$ cat config.mk
export PLATFORM = sky130hd
export DESIGN_NAME = operand_fetch_stage
export DESIGN_NICKNAME = d
export VERILOG_FILES = /design/src/rtl/cpu_pkg.sv /design/src/rtl/bypass_mux.sv /design/src/rtl/operand_fetch_stage.sv
export SDC_FILE = /design/constraint.sdc
export NUM_CORES = 1
export LEC_CHECK = 0
export CAP_MARGIN = 20
export CORE_MARGIN = 1.5
export CORE_UTILIZATION = 30
export DETAILED_ROUTE_END_ITERATION = 16
export GPL_TIMING_DRIVEN = 0
export PLACE_DENSITY = 0.67
export SLEW_MARGIN = 20
export SYNTH_ARGS = -nofsm -noshare
export SYNTH_HDL_FRONTEND = slang
export SYNTH_SLANG_ARGS = --single-unit
$ cat constraint.sdc
create_clock -name CLK -period 2.2 [get_ports CLK]
set_input_delay 0.55 -clock CLK [delete_from_list [all_inputs] [get_ports CLK]]
set_output_delay 0.55 -clock CLK [all_outputs]
set_load 0.03 [all_outputs]
$ cat src/rtl/cpu_pkg.sv
// Shared CPU pipeline definitions: widths, operand-fetch FSM encoding and
// the ID/EX payload carried to the ALU.
package cpu_pkg;

  localparam int unsigned REG_W  = 5;
  localparam int unsigned XLEN   = 32;
  localparam int unsigned CTRL_W = 8;

  localparam logic [REG_W-1:0] ZERO_REG = 5'd0;

  typedef enum logic [0:0] {
    ST_RUN    = 1'b0,
    ST_BUBBLE = 1'b1
  } fetch_state_e;

  // Registered operands and register-file control for one EX instruction
  typedef struct packed {
    logic [XLEN-1:0]  opA;
    logic [XLEN-1:0]  opB;
    logic [XLEN-1:0]  imm;
    logic [REG_W-1:0] dst;
    logic             regWrite;
    logic             memRead;
  } ex_payload_t;

  // A later stage can supply src when it really writes a non-zero register
  function automatic logic fwdHit(input logic             valid,
                                  input logic             regWrite,
                                  input logic [REG_W-1:0] dst,
                                  input logic [REG_W-1:0] src);
    return valid && regWrite && (dst != ZERO_REG) && (dst == src);
  endfunction

endpackage

$ cat src/rtl/bypass_mux.sv
// Resolves one source operand: EX/MEM result, then MEM/WB data, then the
// hardwired zero register, then register-file read data.
module bypass_mux
  import cpu_pkg::*;
(
  input  logic [REG_W-1:0] src,
  input  logic [XLEN-1:0]  rfData,
  input  logic             emValid,
  input  logic             emRegWrite,
  input  logic [REG_W-1:0] emDst,
  input  logic [XLEN-1:0]  emResult,
  input  logic             mwValid,
  input  logic             mwRegWrite,
  input  logic [REG_W-1:0] mwDst,
  input  logic [XLEN-1:0]  mwResult,
  output logic [XLEN-1:0]  operand_c
);

  // MEM/WB path is required: the register file cannot forward its own write
  always_comb begin
    operand_c = rfData;
    if (fwdHit(emValid, emRegWrite, emDst, src)) begin
      operand_c = emResult;
    end else if (fwdHit(mwValid, mwRegWrite, mwDst, src)) begin
      operand_c = mwResult;
    end else if (src == ZERO_REG) begin
      operand_c = '0;
    end
  end

endmodule

$ cat src/rtl/operand_fetch_stage.sv
// ID/EX boundary: operand bypassing, load-use bubble insertion, the ID/EX
// pipeline register and a saturating load-use stall counter.
module operand_fetch_stage
  import cpu_pkg::*;
#(
  parameter int unsigned CTRL_W = cpu_pkg::CTRL_W,
  parameter int unsigned CNT_W  = 16
) (
  input  logic              CLK,
  input  logic              Reset,
  input  logic              id_valid,
  input  logic [REG_W-1:0]  id_rs,
  input  logic [REG_W-1:0]  id_rt,
  input  logic [REG_W-1:0]  id_dst,
  input  logic              id_reg_write,
  input  logic              id_mem_read,
  input  logic [XLEN-1:0]   id_imm,
  input  logic [CTRL_W-1:0] id_ctrl,
  input  logic [XLEN-1:0]   rf_data1,
  input  logic [XLEN-1:0]   rf_data2,
  input  logic              em_valid,
  input  logic              em_reg_write,
  input  logic [REG_W-1:0]  em_dst,
  input  logic [XLEN-1:0]   em_result,
  input  logic              mw_valid,
  input  logic              mw_reg_write,
  input  logic [REG_W-1:0]  mw_dst,
  input  logic [XLEN-1:0]   mw_result,
  input  logic              ex_hold,
  input  logic              flush,
  output logic              stall_ifid,
  output logic              ex_valid,
  output logic [XLEN-1:0]   ex_op_a,
  output logic [XLEN-1:0]   ex_op_b,
  output logic [XLEN-1:0]   ex_imm,
  output logic [REG_W-1:0]  ex_dst,
  output logic              ex_reg_write,
  output logic              ex_mem_read,
  output logic [CTRL_W-1:0] ex_ctrl,
  output logic [CNT_W-1:0]  stall_count
);

  fetch_state_e      stateQ;
  fetch_state_e      stateD;
  ex_payload_t       exQ;
  ex_payload_t       exD;
  logic              exValidQ;
  logic [CTRL_W-1:0] ctrlQ;
  logic [CNT_W-1:0]  stallCntQ;
  logic [XLEN-1:0]   opA_c;
  logic [XLEN-1:0]   opB_c;
  logic              hazard_c;
  logic              loadBubble_c;
  logic              capture_c;

  bypass_mux u_bypassA (
    .src        (id_rs),
    .rfData     (rf_data1),
    .emValid    (em_valid),
    .emRegWrite (em_reg_write),
    .emDst      (em_dst),
    .emResult   (em_result),
    .mwValid    (mw_valid),
    .mwRegWrite (mw_reg_write),
    .mwDst      (mw_dst),
    .mwResult   (mw_result),
    .operand_c  (opA_c)
  );

  bypass_mux u_bypassB (
    .src        (id_rt),
    .rfData     (rf_data2),
    .emValid    (em_valid),
    .emRegWrite (em_reg_write),
    .emDst      (em_dst),
    .emResult   (em_result),
    .mwValid    (mw_valid),
    .mwRegWrite (mw_reg_write),
    .mwDst      (mw_dst),
    .mwResult   (mw_result),
    .operand_c  (opB_c)
  );

  // A load sitting in EX cannot forward until it reaches EX/MEM
  assign hazard_c = exValidQ && exQ.memRead && (exQ.dst != ZERO_REG) && id_valid &&
                    ((exQ.dst == id_rs) || (exQ.dst == id_rt));

  always_ff @(posedge CLK) begin
    if (!Reset) begin
      stateQ <= ST_RUN;
    end else begin
      stateQ <= stateD;
    end
  end

  // Priority: flush, then ex_hold, then load-use hazard
  always_comb begin
    stateD = stateQ;
    if (flush) begin
      stateD = ST_RUN;
    end else if (ex_hold) begin
      stateD = stateQ;
    end else if ((stateQ == ST_RUN) && hazard_c) begin
      stateD = ST_BUBBLE;
    end else begin
      stateD = ST_RUN;
    end
  end

  always_comb begin
    stall_ifid   = 1'b0;
    loadBubble_c = 1'b0;
    capture_c    = 1'b0;
    if (Reset && !flush) begin
      if (ex_hold) begin
        stall_ifid = 1'b1;
      end else if ((stateQ == ST_RUN) && hazard_c) begin
        stall_ifid   = 1'b1;
        loadBubble_c = 1'b1;
      end else begin
        capture_c = 1'b1;
      end
    end
  end

  always_comb begin
    exD          = '0;
    exD.opA      = opA_c;
    exD.opB      = opB_c;
    exD.imm      = id_imm;
    exD.dst      = id_dst;
    exD.regWrite = id_reg_write;
    exD.memRead  = id_mem_read;
  end

  // ID/EX register and stall counter; flush and ex_hold leave payload as is
  always_ff @(posedge CLK) begin
    if (!Reset) begin
      exValidQ  <= 1'b0;
      exQ       <= '0;
      ctrlQ     <= '0;
      stallCntQ <= '0;
    end else if (flush) begin
      exValidQ <= 1'b0;
    end else if (loadBubble_c) begin
      exValidQ <= 1'b0;
      if (stallCntQ != '1) begin
        stallCntQ <= stallCntQ + CNT_W'(1);
      end
    end else if (capture_c) begin
      exValidQ <= id_valid;
      exQ      <= exD;
      ctrlQ    <= id_ctrl;
    end
  end

  assign ex_valid     = exValidQ;
  assign ex_op_a      = exQ.opA;
  assign ex_op_b      = exQ.opB;
  assign ex_imm       = exQ.imm;
  assign ex_dst       = exQ.dst;
  assign ex_reg_write = exQ.regWrite;
  assign ex_mem_read  = exQ.memRead;
  assign ex_ctrl      = ctrlQ;
  assign stall_count  = stallCntQ;

endmodule

-- Word level (Yosys, flattened, before mapping)
Index checks and enable logic that the tools add are counted.
- register bits: 129
- bits in latches: 0
- memory bits (writable): 0
- bits in read-only memories: 0
- output and inout bits: 129
- memories: 0
- add/sub/neg operators: 1
- multiply operators: 0
- div/mod/pow operators: 0
- magnitude comparators: 0
- equal/unequal tests: 7
- shift-type cells: 0
- mux-type cells: 14
- bitwise operators: 4
- reduce and logical (&&, ||, !) cells: 25
- operators with widths (cell ; number):
    32-bit two-way mux ; 6
    5-bit == test ; 6
    16-bit by 1-bit adder with 16-bit output (second input constant) ; 1
    16-bit inequality test (second input constant) ; 1
    5-bit nonzero test ; 3
    1-bit logical AND ; 14
    5-bit zero test ; 2
    1-bit two-way mux ; 8
    3-bit AND reduction ; 2
    1-bit NOT ; 4
    3-bit OR reduction ; 1
    2-bit OR reduction ; 1
    1-bit zero test ; 1
    1-bit logical OR ; 1

-- Longest topological paths before layout
- word-level depth: 10
- mapped depth: 8

-- By module
Synthesis repeated with hierarchy kept, for this count alone.
- cell total of the unflattened synthesis: 994
- area, all modules: 8271.7 um2
- modules (own cells, without submodules) (module ; instances ; cells each ; area each (um2) ; sequential area each (um2)):
    operand_fetch_stage ; 1 ; 618 ; 4991.0 ; 2582.5
    bypass_mux ; 2 ; 188 ; 1640.3 ; 0.0

-- Worst setup path after synthesis
OpenSTA, ideal clock, no wires.
- path kind: input to register
- start: input em_dst[0]
- end: register exQ (netlist bit ex_op_a[2])
- setup time: 0.132 ns
- arrival time: 2.075 ns
- data required time: 2.068 ns
- setup slack: -0.008 ns
- cell stages on the path: 8
- path buffers: 2
- cell sequence: or4_4 o211a_1 and3_1 buf_6 buf_6 a221o_1 o211ai_1 a21oi_1
- cells in the longest elaborated chain, start to end: 4
- elaborated cells on any way between the ends: 5
- classes of those cells: eq/ne: 1; mux: 1; reduce/logical: 3
- ends and longest elaborated chain (element ; line ; source):
    start: declaration ; operand_fetch_stage.sv:23 ; input logic [REG_W-1:0] em_dst,
    5-bit nonzero test ; cpu_pkg.sv:31 ; return valid && regWrite && (dst != ZERO_REG) && (dst == src);
    1-bit logical AND ; cpu_pkg.sv:31 ;
    1-bit logical AND (*) ; cpu_pkg.sv:31 ;
    32-bit two-way mux (*) ; bypass_mux.sv:22 ; if (fwdHit(emValid, emRegWrite, emDst, src)) begin
    end signal: assignment ; operand_fetch_stage.sv:140 ; exQ <= '0;
    end signal: assignment ; operand_fetch_stage.sv:152 ; exQ <= exD;
    end: declaration ; operand_fetch_stage.sv:45 ; ex_payload_t exQ;
Mark *: on every way between the ends. The rest lies on a longest branch, timed or not.
A chain may end at the register's enable or synchronous reset.

-- Final worst setup path
- start: input id_rs[0]
- end: output stall_ifid
- cells in the longest elaborated chain, start to end: 7
- ends and longest elaborated chain (element ; line ; source):
    start: declaration ; operand_fetch_stage.sv:12 ; input logic [REG_W-1:0] id_rs,
    5-bit == test ; operand_fetch_stage.sv:86 ; ((exQ.dst == id_rs) || (exQ.dst == id_rt));
    1-bit logical OR ; operand_fetch_stage.sv:86 ;
    1-bit logical AND ; operand_fetch_stage.sv:85 ; assign hazard_c = exValidQ && exQ.memRead && (exQ.dst != ZERO_REG) && id_valid &&
    1-bit logical AND ; operand_fetch_stage.sv:117 ; end else if ((stateQ == ST_RUN) && hazard_c) begin
    1-bit two-way mux ; operand_fetch_stage.sv:117 ;
    1-bit two-way mux ; operand_fetch_stage.sv:115 ; if (ex_hold) begin
    1-bit two-way mux ; operand_fetch_stage.sv:114 ; if (Reset && !flush) begin
    end: declaration ; operand_fetch_stage.sv:31 ; output logic stall_ifid,
No other way between the ends.

==> summary.txt <==
Power and ir drop
  • P_leak: 4.14 nW
  • VDD IR max: 0.000399 V
  • Pwr/cell area: approximately 600 nW/um^2
  • Tot Pwr: 0.00652 W

Synthesis
  • Multiplexer share of the synthesized area: less than 1%
  • Async set-or-reset flop fraction in the synthesized netlist: 0%
  • Adder-Cell Fraction of Synth Area: less than 1%
  • Prevailing post-synth register cell: dfxtp_1
  • Syn Inst Count: 787
  • Syn_nets: slightly below 1000
  • Post-Syn Area: 6420 um^2
  • Synthesized flop and latch total: roughly 130
  • Synth Warn #: 0
  • Post-Synth Simple-Gate Area: between 20 and 25%
  • Avg Cell Area, Syn: between 8 and 9 um^2
  • Compound-gate portion of the synthesized area: approximately 27%
  • Post-synthesis xor/xnor area fraction: 4.09%
  • Seq/Total Area, Yosys: between 40% and 50%
  • Count of cell types in the netlist: 40
  • Largest family of logic cells by synthesized area: compound AO/OA/AOI/OAI gates
  • EDFF count, synth: 0

Global routing
  • Initial antenna violation count: 0
  • First-pass GRT wire length: about 43 mm
  • Largest net degree at the start of global routing: 17
  • Total congestion overflow: 0
  • Gr usage total: 25.1%
  • Vias in the first global route: 7592

STA
  • Final setup fails: 1
  • Min Hold Slack: between 0.4 and 0.5 ns
  • Rel. slew slack: 53.9%
  • Pins Over Slew Limit: 0
  • Post-route setup slack: -0.0431 ns
  • Final Hold Viols: 0
  • Pin slew with the least headroom to its limit: 0.691 ns
  • Fmax: 0.446 GHz
  • Min Tclk post-route: 2.24 ns
  • Worst Skew: 0.0126 ns
  • RSZ-0062 raised after global routing: true
  • Period utilization: 102%

Placed design
  • Post-DP HPWL: around 22 mm
  • Gpl congestion: a little under 0.9
  • I/O Buffers: between 300 and 400
  • Place WS: -1.37 ns
  • Placed cells: 1393

Setup path
  • Crit path kind: input port to output port
  • RR Endpoint: stall_count[8]
  • Crit path max fanout: 4
  • Crit path max-delay cell type: clkdlybuf4s15_2
  • Worst reg-to-reg setup slack: 0.09 ns
  • CP Launch Type: input port
  • CP Buf/Inv Count: 2
  • Critical Path Max Stage Delay: 0.25 ns
  • Worst Setup End Kind: output port
  • Reg2reg start: ex_dst[2]
  • Cells along the critical path: clkdlybuf4s15_2 > xnor2_2 > nand3_2 > o22ai_4 > nand2_2 > a21oi_2 > buf_6
  • Cell family with most CP delay: buffers and inverters
  • Worst path arrival time: 1.69 ns
  • FF-to-FF path depth: 7
  • Worst Path Required: 1.65 ns

Finish
  • Most frequent cells in the layout: clkdlybuf4s50_1 (306), nand2_1 (172), dfxtp_1 (124)
  • Non-Filler Instances: 1431
  • Commonest non-fill, non-tap cell in the layout: clkdlybuf4s50_1
  • Share of cells above drive strength 1: around an eighth
  • Fin util: 51.7%
  • Fillers: 1964
  • N_diodes: 0
  • P&R area growth vs syn: 69.4%
  • Final nets: between 1000 and 1500

Drt
  • Total Wirelength: ~29 mm
  • DR DRC count: 0
  • Drt pass-1 iters: 5
  • Total number of vias: 7700
  • Final antenna-violating net count: 0
  • DRT iter0 DRCs: about 400
  • Number of vias per cell: 5.38
  • Per-cell routed wire length: 20.0 um

Worst hold path
  • Hold Path Cell Cnt: 2
  • Worst min path class: flip-flop to flip-flop
  • Worst hold endpoint: ex_op_a[28]
  • Hold path start: ex_op_a[28]

Clock tree
  • Worst skew pair latency: 0.42 ns
  • CTS Buf Count: 17
  • H-tree depth: 4
  • Clk sink count: roughly 130
  • CTS tree: built
  • Worst-path clk slew: about 0.05 ns
  • Max clock buf depth: 2
  • Root buffer cell: clkbuf_16

Floorplan
  • Die Wd: about 150 um
  • DIE AREA: ~22000 um^2
  • Die Height: 149 um
  • Top-level I/O count: about 330
  • Starting Density: 30.5%
  • Core Region: 21000 um^2
  • Num rows: 53

Run status
  • Status: finished, violations left
  • Violated checks: setup timing

Job
  • Max-cap viol count: 0
-- cell type report --
cell class	instances	area, um^2	area share [%]
Buffer	73	460	4.23
Clock buffer	21	440	4.05
Clock inverter	11	115	1.06
Inverter	6	22.5	0.207
Multi-Input combinational cell	577	3590	33.0
Sequential cell	129	2590	23.8
Tap cell	275	344	3.16
Timing Repair Buffer	339	3310	30.4
-- cell usage after synthesis (6+ instances only) --
cell / n / area share [%]
and3_1: 34 / 3.3
xnor2_1: 25 / 3.4
dfxtp_1: 129 / 40
o31ai_1: 10 / 1.2
nand2_1: 173 / 10
clkbuf_1: 43 / 2.5
or4_1: 12 / 1.4
nand3_1: 61 / 4.8
nor3_1: 6 / 0.47
inv_1: 6 / 0.35
a221o_1: 62 / 9.7
buf_2: 20 / 1.6
o211ai_1: 64 / 7.5
nor2_1: 9 / 0.53
buf_1: 8 / 0.47
a21oi_1: 79 / 6.2
-- cell families (layout without fill, tap and decap cells) --
| group | Yosys count | count (layout) |
|---|---|---|
| mux | 1 | 1 |
| flops | 129 | 129 |
| xor+xnor | 30 | 30 |
| fa+ha+maj | 1 | 1 |
| buf+inv | 81 | 450 |
| compound gates | 235 | 235 |
| simple gates | 310 | 310 |
-- repair_timing --
action                                  in CTS  in global routing
endpoints found under the hold margin        0                  0
gates resized for setup                    107                 66
endpoints found under the setup margin     129                118
cloned                                       2                  0
hold buffers                                 0                  0
pin swaps                                   13                 10
buffers inserted                             5                  1
-- where the power goes --
part	internal (W)	switching, W	total, W	leakage [nW]
combinational	0.000664	0.000622	0.00129	2.81
clock	0.00166	0.00109	0.00275	0.274
sequential	0.00242	0.0000536	0.00248	1.05
total	0.00475	0.00177	0.00652	4.14
-- metal layers --
metal | share of wire [%] | vias to the layer above | track usage, %
met5 | 0 | - | 0
met4 | 3.5 | 0 | 11.1
met3 | 9.3 | 65 | 6.76
met2 | 46 | 418 | 40.7
met1 | 41 | 3584 | 31.2
li1 | - | 3633 | -
-- registers in the layout (all words and copies together), names as in the netlist --
| signal | count |
|---|---|
| ex_op_b | 32 |
| ex_op_a | 32 |
| ex_imm | 32 |
| ex_dst | 5 |
| ex_reg_write | 1 |
| ex_valid | 1 |
| stall_count | 16 |
| ex_ctrl | 8 |
| ex_mem_read | 1 |
| stateQ | 1 |
-- stage by stage --
step / setup TNS, ns / area, um^2
after floorplan: -0.199 / 6420
after detailed placement: -131.60 / 10100
final: -0.0431 / 10900
after global routing: -0.651 / 10900
after CTS: -0.0689 / 10800
after global placement: -125.05 / 10100
-- worst max path at each step --
stage               cells past startpoint  startpoint    endpoint
global placement                        9    id_rs[0]  ex_op_b[1]
floorplan                               8   em_dst[0]  ex_op_a[2]
CTS                                     7    id_rs[0]  stall_ifid
finish                                  7    id_rs[0]  stall_ifid
global route                            6   ex_dst[3]  stall_ifid
detailed placement                      9    id_rs[0]  ex_op_b[1]
-- worst min-delay path: stages (launching register included) --
cell     delay, ns
dfxtp_1       0.30
nand2_1       0.05
a21oi_1       0.05
(Power assumes the default switching activity.)
